$ cat src/rtl/lane_drain_if.sv
// Lane-side read port and output stream of the lane drain arbiter.
// master = arbiter side, slave = lanes plus downstream consumer.
interface lane_drain_if #(
    parameter int PARALLELISM    = 8,
    parameter int OUT_DATA_WIDTH = 32,
    parameter int PARALLELISM_W  = $clog2(PARALLELISM)
);
    logic [PARALLELISM-1:0]                     lane_empty;
    logic [PARALLELISM-1:0]                     lane_valid;
    logic [PARALLELISM-1:0][OUT_DATA_WIDTH-1:0] lane_dout;
    logic [PARALLELISM-1:0]                     lane_last;
    logic [PARALLELISM-1:0]                     lane_rd_en;
    logic                                       out_valid;
    logic                                       out_ready;
    logic [OUT_DATA_WIDTH-1:0]                  out_data;
    logic                                       out_last;
    logic [PARALLELISM_W-1:0]                   out_lane;

    modport master (
        input  lane_empty, lane_valid, lane_dout, lane_last, out_ready,
        output lane_rd_en, out_valid, out_data, out_last, out_lane
    );

    modport slave (
        output lane_empty, lane_valid, lane_dout, lane_last, out_ready,
        input  lane_rd_en, out_valid, out_data, out_last, out_lane
    );
endinterface

$ cat src/rtl/lane_drain_arbiter.sv
// Round-robin, tuple-atomic drain of PARALLELISM lane converters onto one
// valid/ready stream. Lane reads have 1-cycle latency; a small skid buffer
// plus a credit rule (occ + inflight < BUF_DEPTH) keeps it from overflowing.
module lane_drain_arbiter #(
    parameter int PARALLELISM    = 8,
    parameter int OUT_DATA_WIDTH = 32,
    parameter int BUF_DEPTH      = 3,
    parameter int PARALLELISM_W  = $clog2(PARALLELISM),
    parameter int CNT_W          = 32
) (
    input  logic             clk,
    input  logic             nrst,
    input  logic             enable,
    lane_drain_if.master     bus,
    output logic             busy,
    output logic [CNT_W-1:0] tuple_cnt,
    output logic             protocol_err
);
    localparam int OCC_W = $clog2(BUF_DEPTH + 1);
    localparam int PTR_W = $clog2(BUF_DEPTH);

    typedef enum logic {IDLE = 1'b0, BURST = 1'b1} state_t;

    typedef struct packed {
        logic [OUT_DATA_WIDTH-1:0] data;
        logic                      last;
        logic [PARALLELISM_W-1:0]  lane;
    } beat_t;

    state_t                   state;
    logic [PARALLELISM_W-1:0] rr_ptr;
    logic [PARALLELISM_W-1:0] grant;
    logic                     inflight;

    beat_t                    mem [BUF_DEPTH];
    logic [PTR_W-1:0]         head;
    logic [PTR_W-1:0]         tail;
    logic [OCC_W-1:0]         occ;

    logic [PARALLELISM_W-1:0] pick;
    logic [PARALLELISM_W-1:0] idx;
    logic                     pick_vld;
    logic [PARALLELISM-1:0]   gmask;
    logic [PARALLELISM-1:0]   rd_en;
    logic                     lg_valid;
    logic                     lg_last;
    logic                     credit_ok;
    logic                     push;
    logic                     pop;
    logic                     err_now;
    beat_t                    head_beat;

    function automatic logic [PTR_W-1:0] ptr_inc(input logic [PTR_W-1:0] p);
        return (p == PTR_W'(BUF_DEPTH - 1)) ? '0 : p + PTR_W'(1);
    endfunction

    // First non-empty lane at or after rr_ptr, wrapping modulo PARALLELISM.
    always_comb begin
        pick_vld = 1'b0;
        pick     = rr_ptr;
        idx      = rr_ptr;
        for (int k = 0; k < PARALLELISM; k++) begin
            idx = rr_ptr + PARALLELISM_W'(k);
            if (!pick_vld && !bus.lane_empty[idx]) begin
                pick_vld = 1'b1;
                pick     = idx;
            end
        end
    end

    assign lg_valid  = bus.lane_valid[grant];
    assign lg_last   = bus.lane_last[grant];
    // occ is start-of-cycle; ignoring same-cycle pops keeps out_ready off the rd_en path.
    assign credit_ok = (int'(occ) + int'(inflight)) < BUF_DEPTH;
    assign push      = (state == BURST) && lg_valid && inflight;
    assign pop       = (occ != '0) && bus.out_ready;

    // Read enable for the granted lane; the last-beat term stops the read
    // that would start the lane's next tuple.
    always_comb begin
        rd_en = '0;
        gmask = '0;
        gmask[grant] = 1'b1;
        if (state == BURST && !bus.lane_empty[grant] && credit_ok && !(lg_valid && lg_last))
            rd_en[grant] = 1'b1;
    end

    assign bus.lane_rd_en = rd_en;

    // Stray beats: wrong lane, outside a burst, or with no read outstanding.
    assign err_now = (|(bus.lane_valid & ~gmask))
                   | ((state != BURST) & (|bus.lane_valid))
                   | ((state == BURST) & lg_valid & ~inflight);

    // Grant FSM: one IDLE cycle to arbitrate, BURST until the last beat returns.
    always_ff @(posedge clk or negedge nrst) begin
        if (!nrst) begin
            state    <= IDLE;
            rr_ptr   <= '0;
            grant    <= '0;
            inflight <= 1'b0;
        end else begin
            inflight <= rd_en[grant];
            case (state)
                IDLE: begin
                    if (enable && pick_vld) begin
                        grant  <= pick;
                        rr_ptr <= pick + PARALLELISM_W'(1);
                        state  <= BURST;
                    end
                end
                BURST: begin
                    if (push && lg_last)
                        state <= IDLE;
                end
                default: state <= IDLE;
            endcase
        end
    end

    // Skid buffer pointers and occupancy; reset discards buffered beats.
    always_ff @(posedge clk or negedge nrst) begin
        if (!nrst) begin
            head <= '0;
            tail <= '0;
            occ  <= '0;
        end else begin
            if (push)
                tail <= ptr_inc(tail);
            if (pop)
                head <= ptr_inc(head);
            case ({push, pop})
                2'b10:   occ <= occ + OCC_W'(1);
                2'b01:   occ <= occ - OCC_W'(1);
                default: occ <= occ;
            endcase
        end
    end

    // Buffer storage; contents are don't-care while the entry is unoccupied.
    always_ff @(posedge clk) begin
        if (push)
            mem[tail] <= '{data: bus.lane_dout[grant], last: lg_last, lane: grant};
    end

    // Emitted-tuple counter and sticky protocol error.
    always_ff @(posedge clk or negedge nrst) begin
        if (!nrst) begin
            tuple_cnt    <= '0;
            protocol_err <= 1'b0;
        end else begin
            if (pop && head_beat.last)
                tuple_cnt <= tuple_cnt + CNT_W'(1);
            if (err_now)
                protocol_err <= 1'b1;
        end
    end

    // Head fields are gated so every output reads 0 while the buffer is empty.
    assign head_beat     = mem[head];
    assign bus.out_valid = (occ != '0);
    assign bus.out_data  = bus.out_valid ? head_beat.data : '0;
    assign bus.out_last  = bus.out_valid ? head_beat.last : 1'b0;
    assign bus.out_lane  = bus.out_valid ? head_beat.lane : '0;
    assign busy          = (state != IDLE) || (occ != '0);
endmodule

$ cat src/flat_wrapper.sv
// flat-port wrapper written by rule: the top's interface ports become plain ports
module lane_drain_arbiter_flat 
#(
    parameter int PARALLELISM    = 8,
    parameter int OUT_DATA_WIDTH = 32,
    parameter int BUF_DEPTH      = 3,
    parameter int PARALLELISM_W  = $clog2(PARALLELISM),
    parameter int CNT_W          = 32
)
  (clk, nrst, enable, busy, tuple_cnt, protocol_err, bus_lane_empty, bus_lane_valid, bus_lane_dout, bus_lane_last, bus_out_ready, bus_lane_rd_en, bus_out_valid, bus_out_data, bus_out_last, bus_out_lane);
  lane_drain_if #(.PARALLELISM(PARALLELISM), .OUT_DATA_WIDTH(OUT_DATA_WIDTH), .PARALLELISM_W(PARALLELISM_W)) bus_i ();
  input  logic clk;
  input  logic nrst;
  input  logic enable;
  output logic busy;
  output logic [CNT_W-1:0] tuple_cnt;
  output logic protocol_err;
  input wire logic [$bits(bus_i.lane_empty)-1:0] bus_lane_empty;
  input wire logic [$bits(bus_i.lane_valid)-1:0] bus_lane_valid;
  input wire logic [$bits(bus_i.lane_dout)-1:0] bus_lane_dout;
  input wire logic [$bits(bus_i.lane_last)-1:0] bus_lane_last;
  input wire logic [$bits(bus_i.out_ready)-1:0] bus_out_ready;
  output wire logic [$bits(bus_i.lane_rd_en)-1:0] bus_lane_rd_en;
  output wire logic [$bits(bus_i.out_valid)-1:0] bus_out_valid;
  output wire logic [$bits(bus_i.out_data)-1:0] bus_out_data;
  output wire logic [$bits(bus_i.out_last)-1:0] bus_out_last;
  output wire logic [$bits(bus_i.out_lane)-1:0] bus_out_lane;
  assign bus_i.lane_empty = bus_lane_empty;
  assign bus_i.lane_valid = bus_lane_valid;
  assign bus_i.lane_dout = bus_lane_dout;
  assign bus_i.lane_last = bus_lane_last;
  assign bus_i.out_ready = bus_out_ready;
  assign bus_lane_rd_en = bus_i.lane_rd_en;
  assign bus_out_valid = bus_i.out_valid;
  assign bus_out_data = bus_i.out_data;
  assign bus_out_last = bus_i.out_last;
  assign bus_out_lane = bus_i.out_lane;
  lane_drain_arbiter #(.PARALLELISM(PARALLELISM), .OUT_DATA_WIDTH(OUT_DATA_WIDTH), .BUF_DEPTH(BUF_DEPTH), .PARALLELISM_W(PARALLELISM_W), .CNT_W(CNT_W)) u_core (.clk(clk), .nrst(nrst), .enable(enable), .bus(bus_i), .busy(busy), .tuple_cnt(tuple_cnt), .protocol_err(protocol_err));
endmodule
$ cat config.mk
export PLATFORM = sky130hd
export DESIGN_NAME = lane_drain_arbiter_flat
export DESIGN_NICKNAME = d
export VERILOG_FILES = /design/src/rtl/lane_drain_if.sv /design/src/rtl/lane_drain_arbiter.sv /design/src/flat_wrapper.sv
export SDC_FILE = /design/constraint.sdc
export NUM_CORES = 1
export LEC_CHECK = 0
export CAP_MARGIN = 20
export CELL_PAD_IN_SITES_DETAIL_PLACEMENT = 0
export CELL_PAD_IN_SITES_GLOBAL_PLACEMENT = 2
export CORE_MARGIN = 8
export CORE_UTILIZATION = 26
export DETAILED_ROUTE_END_ITERATION = 16
export PLACE_DENSITY_LB_ADDON = 0.08
export REMOVE_ABC_BUFFERS = 1
export SYNTH_ARGS = -nofsm -noshare
export SYNTH_HDL_FRONTEND = slang
export SYNTH_SLANG_ARGS = --single-unit
$ cat constraint.sdc
create_clock -name clk -period 6.23 [get_ports clk]
set_input_delay 1.246 -clock clk [delete_from_list [all_inputs] [get_ports clk]]
set_output_delay 1.246 -clock clk [all_outputs]
set_load 0.05 [all_outputs]
After elaboration in Yosys (flattened, before gate mapping)
Memories as Yosys holds them, arrays and structs flattened.
Index checks and enable logic that the tools add are counted.
{"block": "word_totals", "memories": 1, "regBits": 47, "word_cells": 142, "ram_bits": 108}
{"block": "classes", "n_eq_ne": 4, "reduce_logical": 39, "bitwise_logic": 9, "n_addsub": 14, "order_cmp": 11, "n_mux": 55}
{"name": "u_core.mem", "words": 3, "width": 36, "rd": 1, "rd_ports_with_merged_regs": 0, "wr": 1, "line": "lane_drain_arbiter.sv:35", "text": "beat_t mem [BUF_DEPTH];"}
{"op": "$bmux W32 S3", "n": 1}
{"op": "$mux W32", "n": 2}
{"op": "$bmux W1 S3", "n": 12}
{"op": "$lt A3 B4 Y1 const B", "n": 9}
{"op": "$add A32 B1 Y32 const B", "n": 1}
{"op": "$lt A32 B3 Y1 const B", "n": 1}
{"op": "$mux W1", "n": 26}
{"op": "$mux W3", "n": 8}
{"op": "$logic_and A1 B1 Y1", "n": 18}
{"op": "$reduce_or A8 Y1", "n": 2}
{"op": "$logic_not A1 Y1", "n": 15}
{"op": "$add A3 B3 Y3 const B", "n": 4}
{"op": "$and A8 B8 Y8", "n": 1}
{"op": "$mux W8", "n": 1}
{"op": "$not A8 Y8", "n": 1}
{"op": "$add A2 B1 Y2 const B", "n": 3}
{"op": "$add A3 B1 Y3 const B", "n": 2}
{"op": "$add A3 B2 Y3 const B", "n": 2}
{"op": "$eq A2 B2 Y1 const B", "n": 3}
{"op": "$mux W2", "n": 2}
{"op": "$pmux W2 S2", "n": 1}
{"op": "$reduce_bool A2 Y1", "n": 2}
{"op": "$add A2 B1 Y3", "n": 1}
{"op": "$and A1 B1 Y1", "n": 3}
{"op": "9 further kinds", "n": 11}

Depth between registers and ports, before layout
{"block": "depth", "depth_word": 27, "mapped_depth": 16, "ltp_nobuf": 12}

Worst setup path before layout
No wires, ideal clock.
{"block": "synth_timing", "path_kind": "input to output", "startpoint": "input bus_lane_last[7]", "endpoint": "output bus_lane_rd_en[0]", "n_path_buf": 0, "cell_stages": 5, "slack_ps": 1046, "arrival_time_ps": 3938, "path_cell_list": "mux4_2 > a221o_1 > nand2_1 > o2111ai_1 > nor4_1"}
{"block": "synth_between", "elab_chain_cells": 6}
{"item": "start: declaration", "line": "flat_wrapper.sv:21", "text": "input wire logic [$bits(bus_i.lane_last)-1:0] bus_lane_last;"}
{"item": "$bmux W1 S3", "line": "lane_drain_arbiter.sv:72", "text": "assign lg_last = bus.lane_last[grant];"}
{"item": "$mux W1 (not written as such)", "line": "lane_drain_arbiter.sv:72"}
{"item": "net u_core.lg_last", "line": "lane_drain_arbiter.sv:46", "text": "logic lg_last;"}
{"item": "$logic_and A1 B1 Y1", "line": "lane_drain_arbiter.sv:84", "text": "if (state == BURST && !bus.lane_empty[grant] && credit_ok && !(lg_valid && lg_last))"}
{"item": "$logic_not A1 Y1", "line": "lane_drain_arbiter.sv:84"}
{"item": "$logic_and A1 B1 Y1", "line": "lane_drain_arbiter.sv:84"}
{"item": "$mux W8", "line": "lane_drain_arbiter.sv:84"}
{"item": "end: declaration", "line": "flat_wrapper.sv:23", "text": "output wire logic [$bits(bus_i.lane_rd_en)-1:0] bus_lane_rd_en;"}
The timed path passes the listed nets, and every way through them passes these cells. The select of a mux whose other input is x is not followed.

Worst setup path in the final report
{"block": "layout_timing", "startpoint": "input bus_lane_last[1]", "endpoint": "output bus_lane_rd_en[3]"}
The elaborated chain is that of the path after synthesis.

==> out/metrics.csv <==
metric,value,unit
clock skew,15.30,ps
largest family of logic cells by synthesized area,compound AO/OA/AOI/OAI gates,
setup_tns,0,ps
layout overhead on the synthesized area,53.55,%
synth top area cells,"edfxtp_1 36%, dfrtp_1 13%, a22oi_1 9.1%",
M3 GR Usage,4.181,%
Reg power frac,25.5,%
most frequent cells in the layout,"360 x clkdlybuf4s50_1, 109 x a22oi_1, 108 x edfxtp_1, 92 x nor2_1, 53 x mux2i_1",
Max Clock Freq,0.1797,GHz
FF+latch area,4422,um^2
GR Util met2,29.45,%
ys async rst share,30.32,%
switching power,0.003255,W
clock tree buffer depth,2,
Ports,363,
crit-path leading delay family,buffers and inverters,
GR Util met1,20.65,%
Routed wire per std cell,21.84,um
Final Setup Violations,0,
clk sinks,155,
"most common cell after layout, fill and taps aside",clkdlybuf4s50_1,
Routed Antenna Nets,0,
Root Buffer,clkbuf_16,
placer congestion estimate,0.7604,
Buf/Inv on CP,2,
first-pass GRT wire length,53290,um
adder-cell share of the synthesized area,0.9793,%
slowest CP cell,clkdlybuf4s50_1,
leading area contributor after synthesis,edfxtp_1,
Multi-input gate area,4265,um^2
core area,34200,um^2
Die W,201.5,um
Worst-path clk slew,70,ps
max incr delay on CP,860,ps
ratio of final minimum period to clock period,89.34,%
Clk pwr share,15.8,%
Hold Path Class,flip-flop to flip-flop,
crit-path cells,clkdlybuf4s50_1 -> mux4_2 -> a221o_1 -> nand2_1 -> o2111ai_1 -> nor3_1 -> clkdlybuf4s50_1,
DR iter-0 viols,415,
worst-path fanout max,9,
setup bufs post-CTS,0,
H-Tree Depth,4,
Final min period,5566,ps
layout cells sized above 1,7.980,%
data arrival time of the critical path,4320,ps
max-cap violation count,0,
Nets,1456,
Synth Warn #,0,
row cnt,68,
Worst EP required,4980,ps
Pre-Repair DR Iteration Count,5,
syn_area_per_cell,10.84,um^2
Post-Synth Simple-Gate Area,13.46,%
PnR worst setup slack,663.9,ps
proportion of synthesized area in mux cells,10.72,%
switching share of power,48.33,%
via count,8198,
actual slew at the worst max-slew pin,1001,ps
Slew Limit Fails,0,
Synth Instances,825,
Setup crit end kind,output pin,
Die Y,201.5,um
VDD IR max,254.2,uV
initial antenna violation count,3,
CTS Buf Count,17,
max_slew headroom,33.18,%
"FF+latch count, synth",155,
pwr/cell area,490.4,nW/um^2
residual DRC count,0,
worst skew pair latency,420,ps
Yosys top cell area share,36.26,%
internal power,0.003480,W
post_cts resized,0,
CP Launch Type,input port,
DPL Wire Length,26090,um
pin count of the biggest net entering global routing,48,
Top Usage Layer GRT,met2,
Port Buf Inserts,362,
crit-path most repeated cell,clkdlybuf4s50_1,
leakage power,4.954,nW
Final Hold Viols,0,
vias in the first global route,8430,
compound-cell area share of the yosys netlist,17.98,%
residual overflow from global routing,0,
final wirelength,35740,um
RSZ-0062 raised after global routing,no,
Logic pwr share,58.7,%
Via density,5.011,
pre-CTS setup slack,603.8,ps
Post-Synth XOR/XNOR Area,3.903,%
Main synth FF type,edfxtp_1,
# hold bufs at CTS,0,
sequential-to-total area share from yosys stat,49.41,%
Filler cells,3397,
status,completed,
Cell variety after synth,62,
Setup CP Type,input port to output pin,
initial core utilization,26.15,%
CTS tree,yes,
GR Util All Layers,16.84,%
post-synthesis cell area,8944,um^2
"EDFF count, synth",108,
die area,40590,um^2
[cells in the mapped netlist (2+ instances only)]
library cell / n
o211ai_1: 4
mux2_2: 4
nand3_1: 30
inv_1: 13
o21ai_0: 13
a31oi_1: 3
nor2_1: 95
and4_1: 6
clkinv_1: 2
mux4_2: 14
clkbuf_1: 40
a211oi_1: 6
o21ai_1: 2
a21o_1: 3
o31ai_1: 2
or3_1: 3
a22o_1: 12
buf_2: 8
o221ai_1: 4
a22oi_1: 109
nand4_1: 30
nor3_1: 9
and2_1: 4
a221oi_1: 12
o2111ai_1: 2
xnor2_1: 31
buf_6: 2
a21oi_1: 45
dfrtp_1: 47
xor2_1: 7
nor2b_1: 5
nand2_1: 39
ha_1: 7
mux4_1: 2
buf_1: 9
edfxtp_1: 108
and3_1: 8
nand4b_1: 2
nor3b_1: 7
buf_4: 2
mux2i_1: 53
[power groups by stage]
stage                     clock [W]  sequential (W)  combinational [W]
after floorplan                   0         0.00180            0.00240
after global placement            0         0.00174            0.00401
after detailed placement          0         0.00175            0.00401
after CTS                   0.00110         0.00172            0.00402
after global routing        0.00114         0.00175            0.00429
final                       0.00106         0.00171            0.00396
[worst reg2reg max path, cell delays in order (launching register included)]
cell,delay (ps)
dfrtp_1,880
clkinv_1,480
ha_1,900
mux4_2,600
mux2i_1,240
o22ai_2,190
nor3b_2,220
a211o_1,320
a32oi_1,270
ha_1,240
and3_1,150
a211oi_1,40
[metal layers]
layer,vias up,share of wire [%]
met5,-,0
met4,0,1.2
met3,18,5.4
met2,265,50
met1,4016,43
li1,3899,-
[kinds of logic after synthesis]
group | after synthesis
simple gates | 247
compound gates | 227
mux | 74
xor+xnor | 39
buf+inv | 76
fa+ha+maj | 7
flops | 155
[flip-flops by register name, indices dropped and copies added, names as in the netlist]
name                 cells
u_core.occ               2
u_core.mem             108
u_core.rr_ptr            3
u_core.tail              2
u_core.head              2
u_core.state             1
u_core.protocol_err      1
u_core.inflight          1
u_core.grant             3
u_core.tuple_cnt        32
[cell type report]
class	count	share of cell area, %
antenna	3	0.05466
clock buffer	17	3.098
clock inverter	15	1.521
inverter	15	0.4100
multi-input combinational	594	31.06
sequential	155	32.20
tap	455	4.145
timing repair buffer	382	27.51
[through the flow]
| step | instances | hold slack, ps | area [um^2] | utilization [%] | total power (W) |
|---|---|---|---|---|---|
| CTS | 1632 | 488.4 | 13710 | 40.07 | 0.006843 |
| finish | 1636 | 479.2 | 13730 | 40.15 | 0.006734 |
| detailed placement | 1600 | 466.2 | 13070 | 38.22 | 0.005755 |
| floorplan | 764 | 488.4 | 8682 | - | 0.004199 |
| global route | 1636 | 519.0 | 13730 | 40.15 | 0.007177 |
| global placement | 1600 | 469.3 | 13070 | 38.22 | 0.005754 |
[path summary, 6_finish.rpt]
| path | endpoint | cells after the start | slack, ps | startpoint |
|---|---|---|---|---|
| max | bus_lane_rd_en[3] | 7 | 660 | bus_lane_last[1] |
| min | u_core.tuple_cnt[31]$_DFFE_PN0P_ | 1 | 480 | u_core.tuple_cnt[31]$_DFFE_PN0P_ |
| max reg2reg | u_core.rr_ptr[2]$_DFFE_PN0P_ | 11 | 1590 | u_core.rr_ptr[0]$_DFFE_PN0P_ |
| min reg2reg | u_core.tuple_cnt[31]$_DFFE_PN0P_ | 1 | 480 | u_core.tuple_cnt[31]$_DFFE_PN0P_ |
| max in group asynchronous | u_core.head[1]$_DFFE_PN0P_ | 2 | 4830 | nrst |
| min in group asynchronous | u_core.tuple_cnt[17]$_DFFE_PN0P_ | 2 | 910 | nrst |
Power figures use the tool's default switching activity.
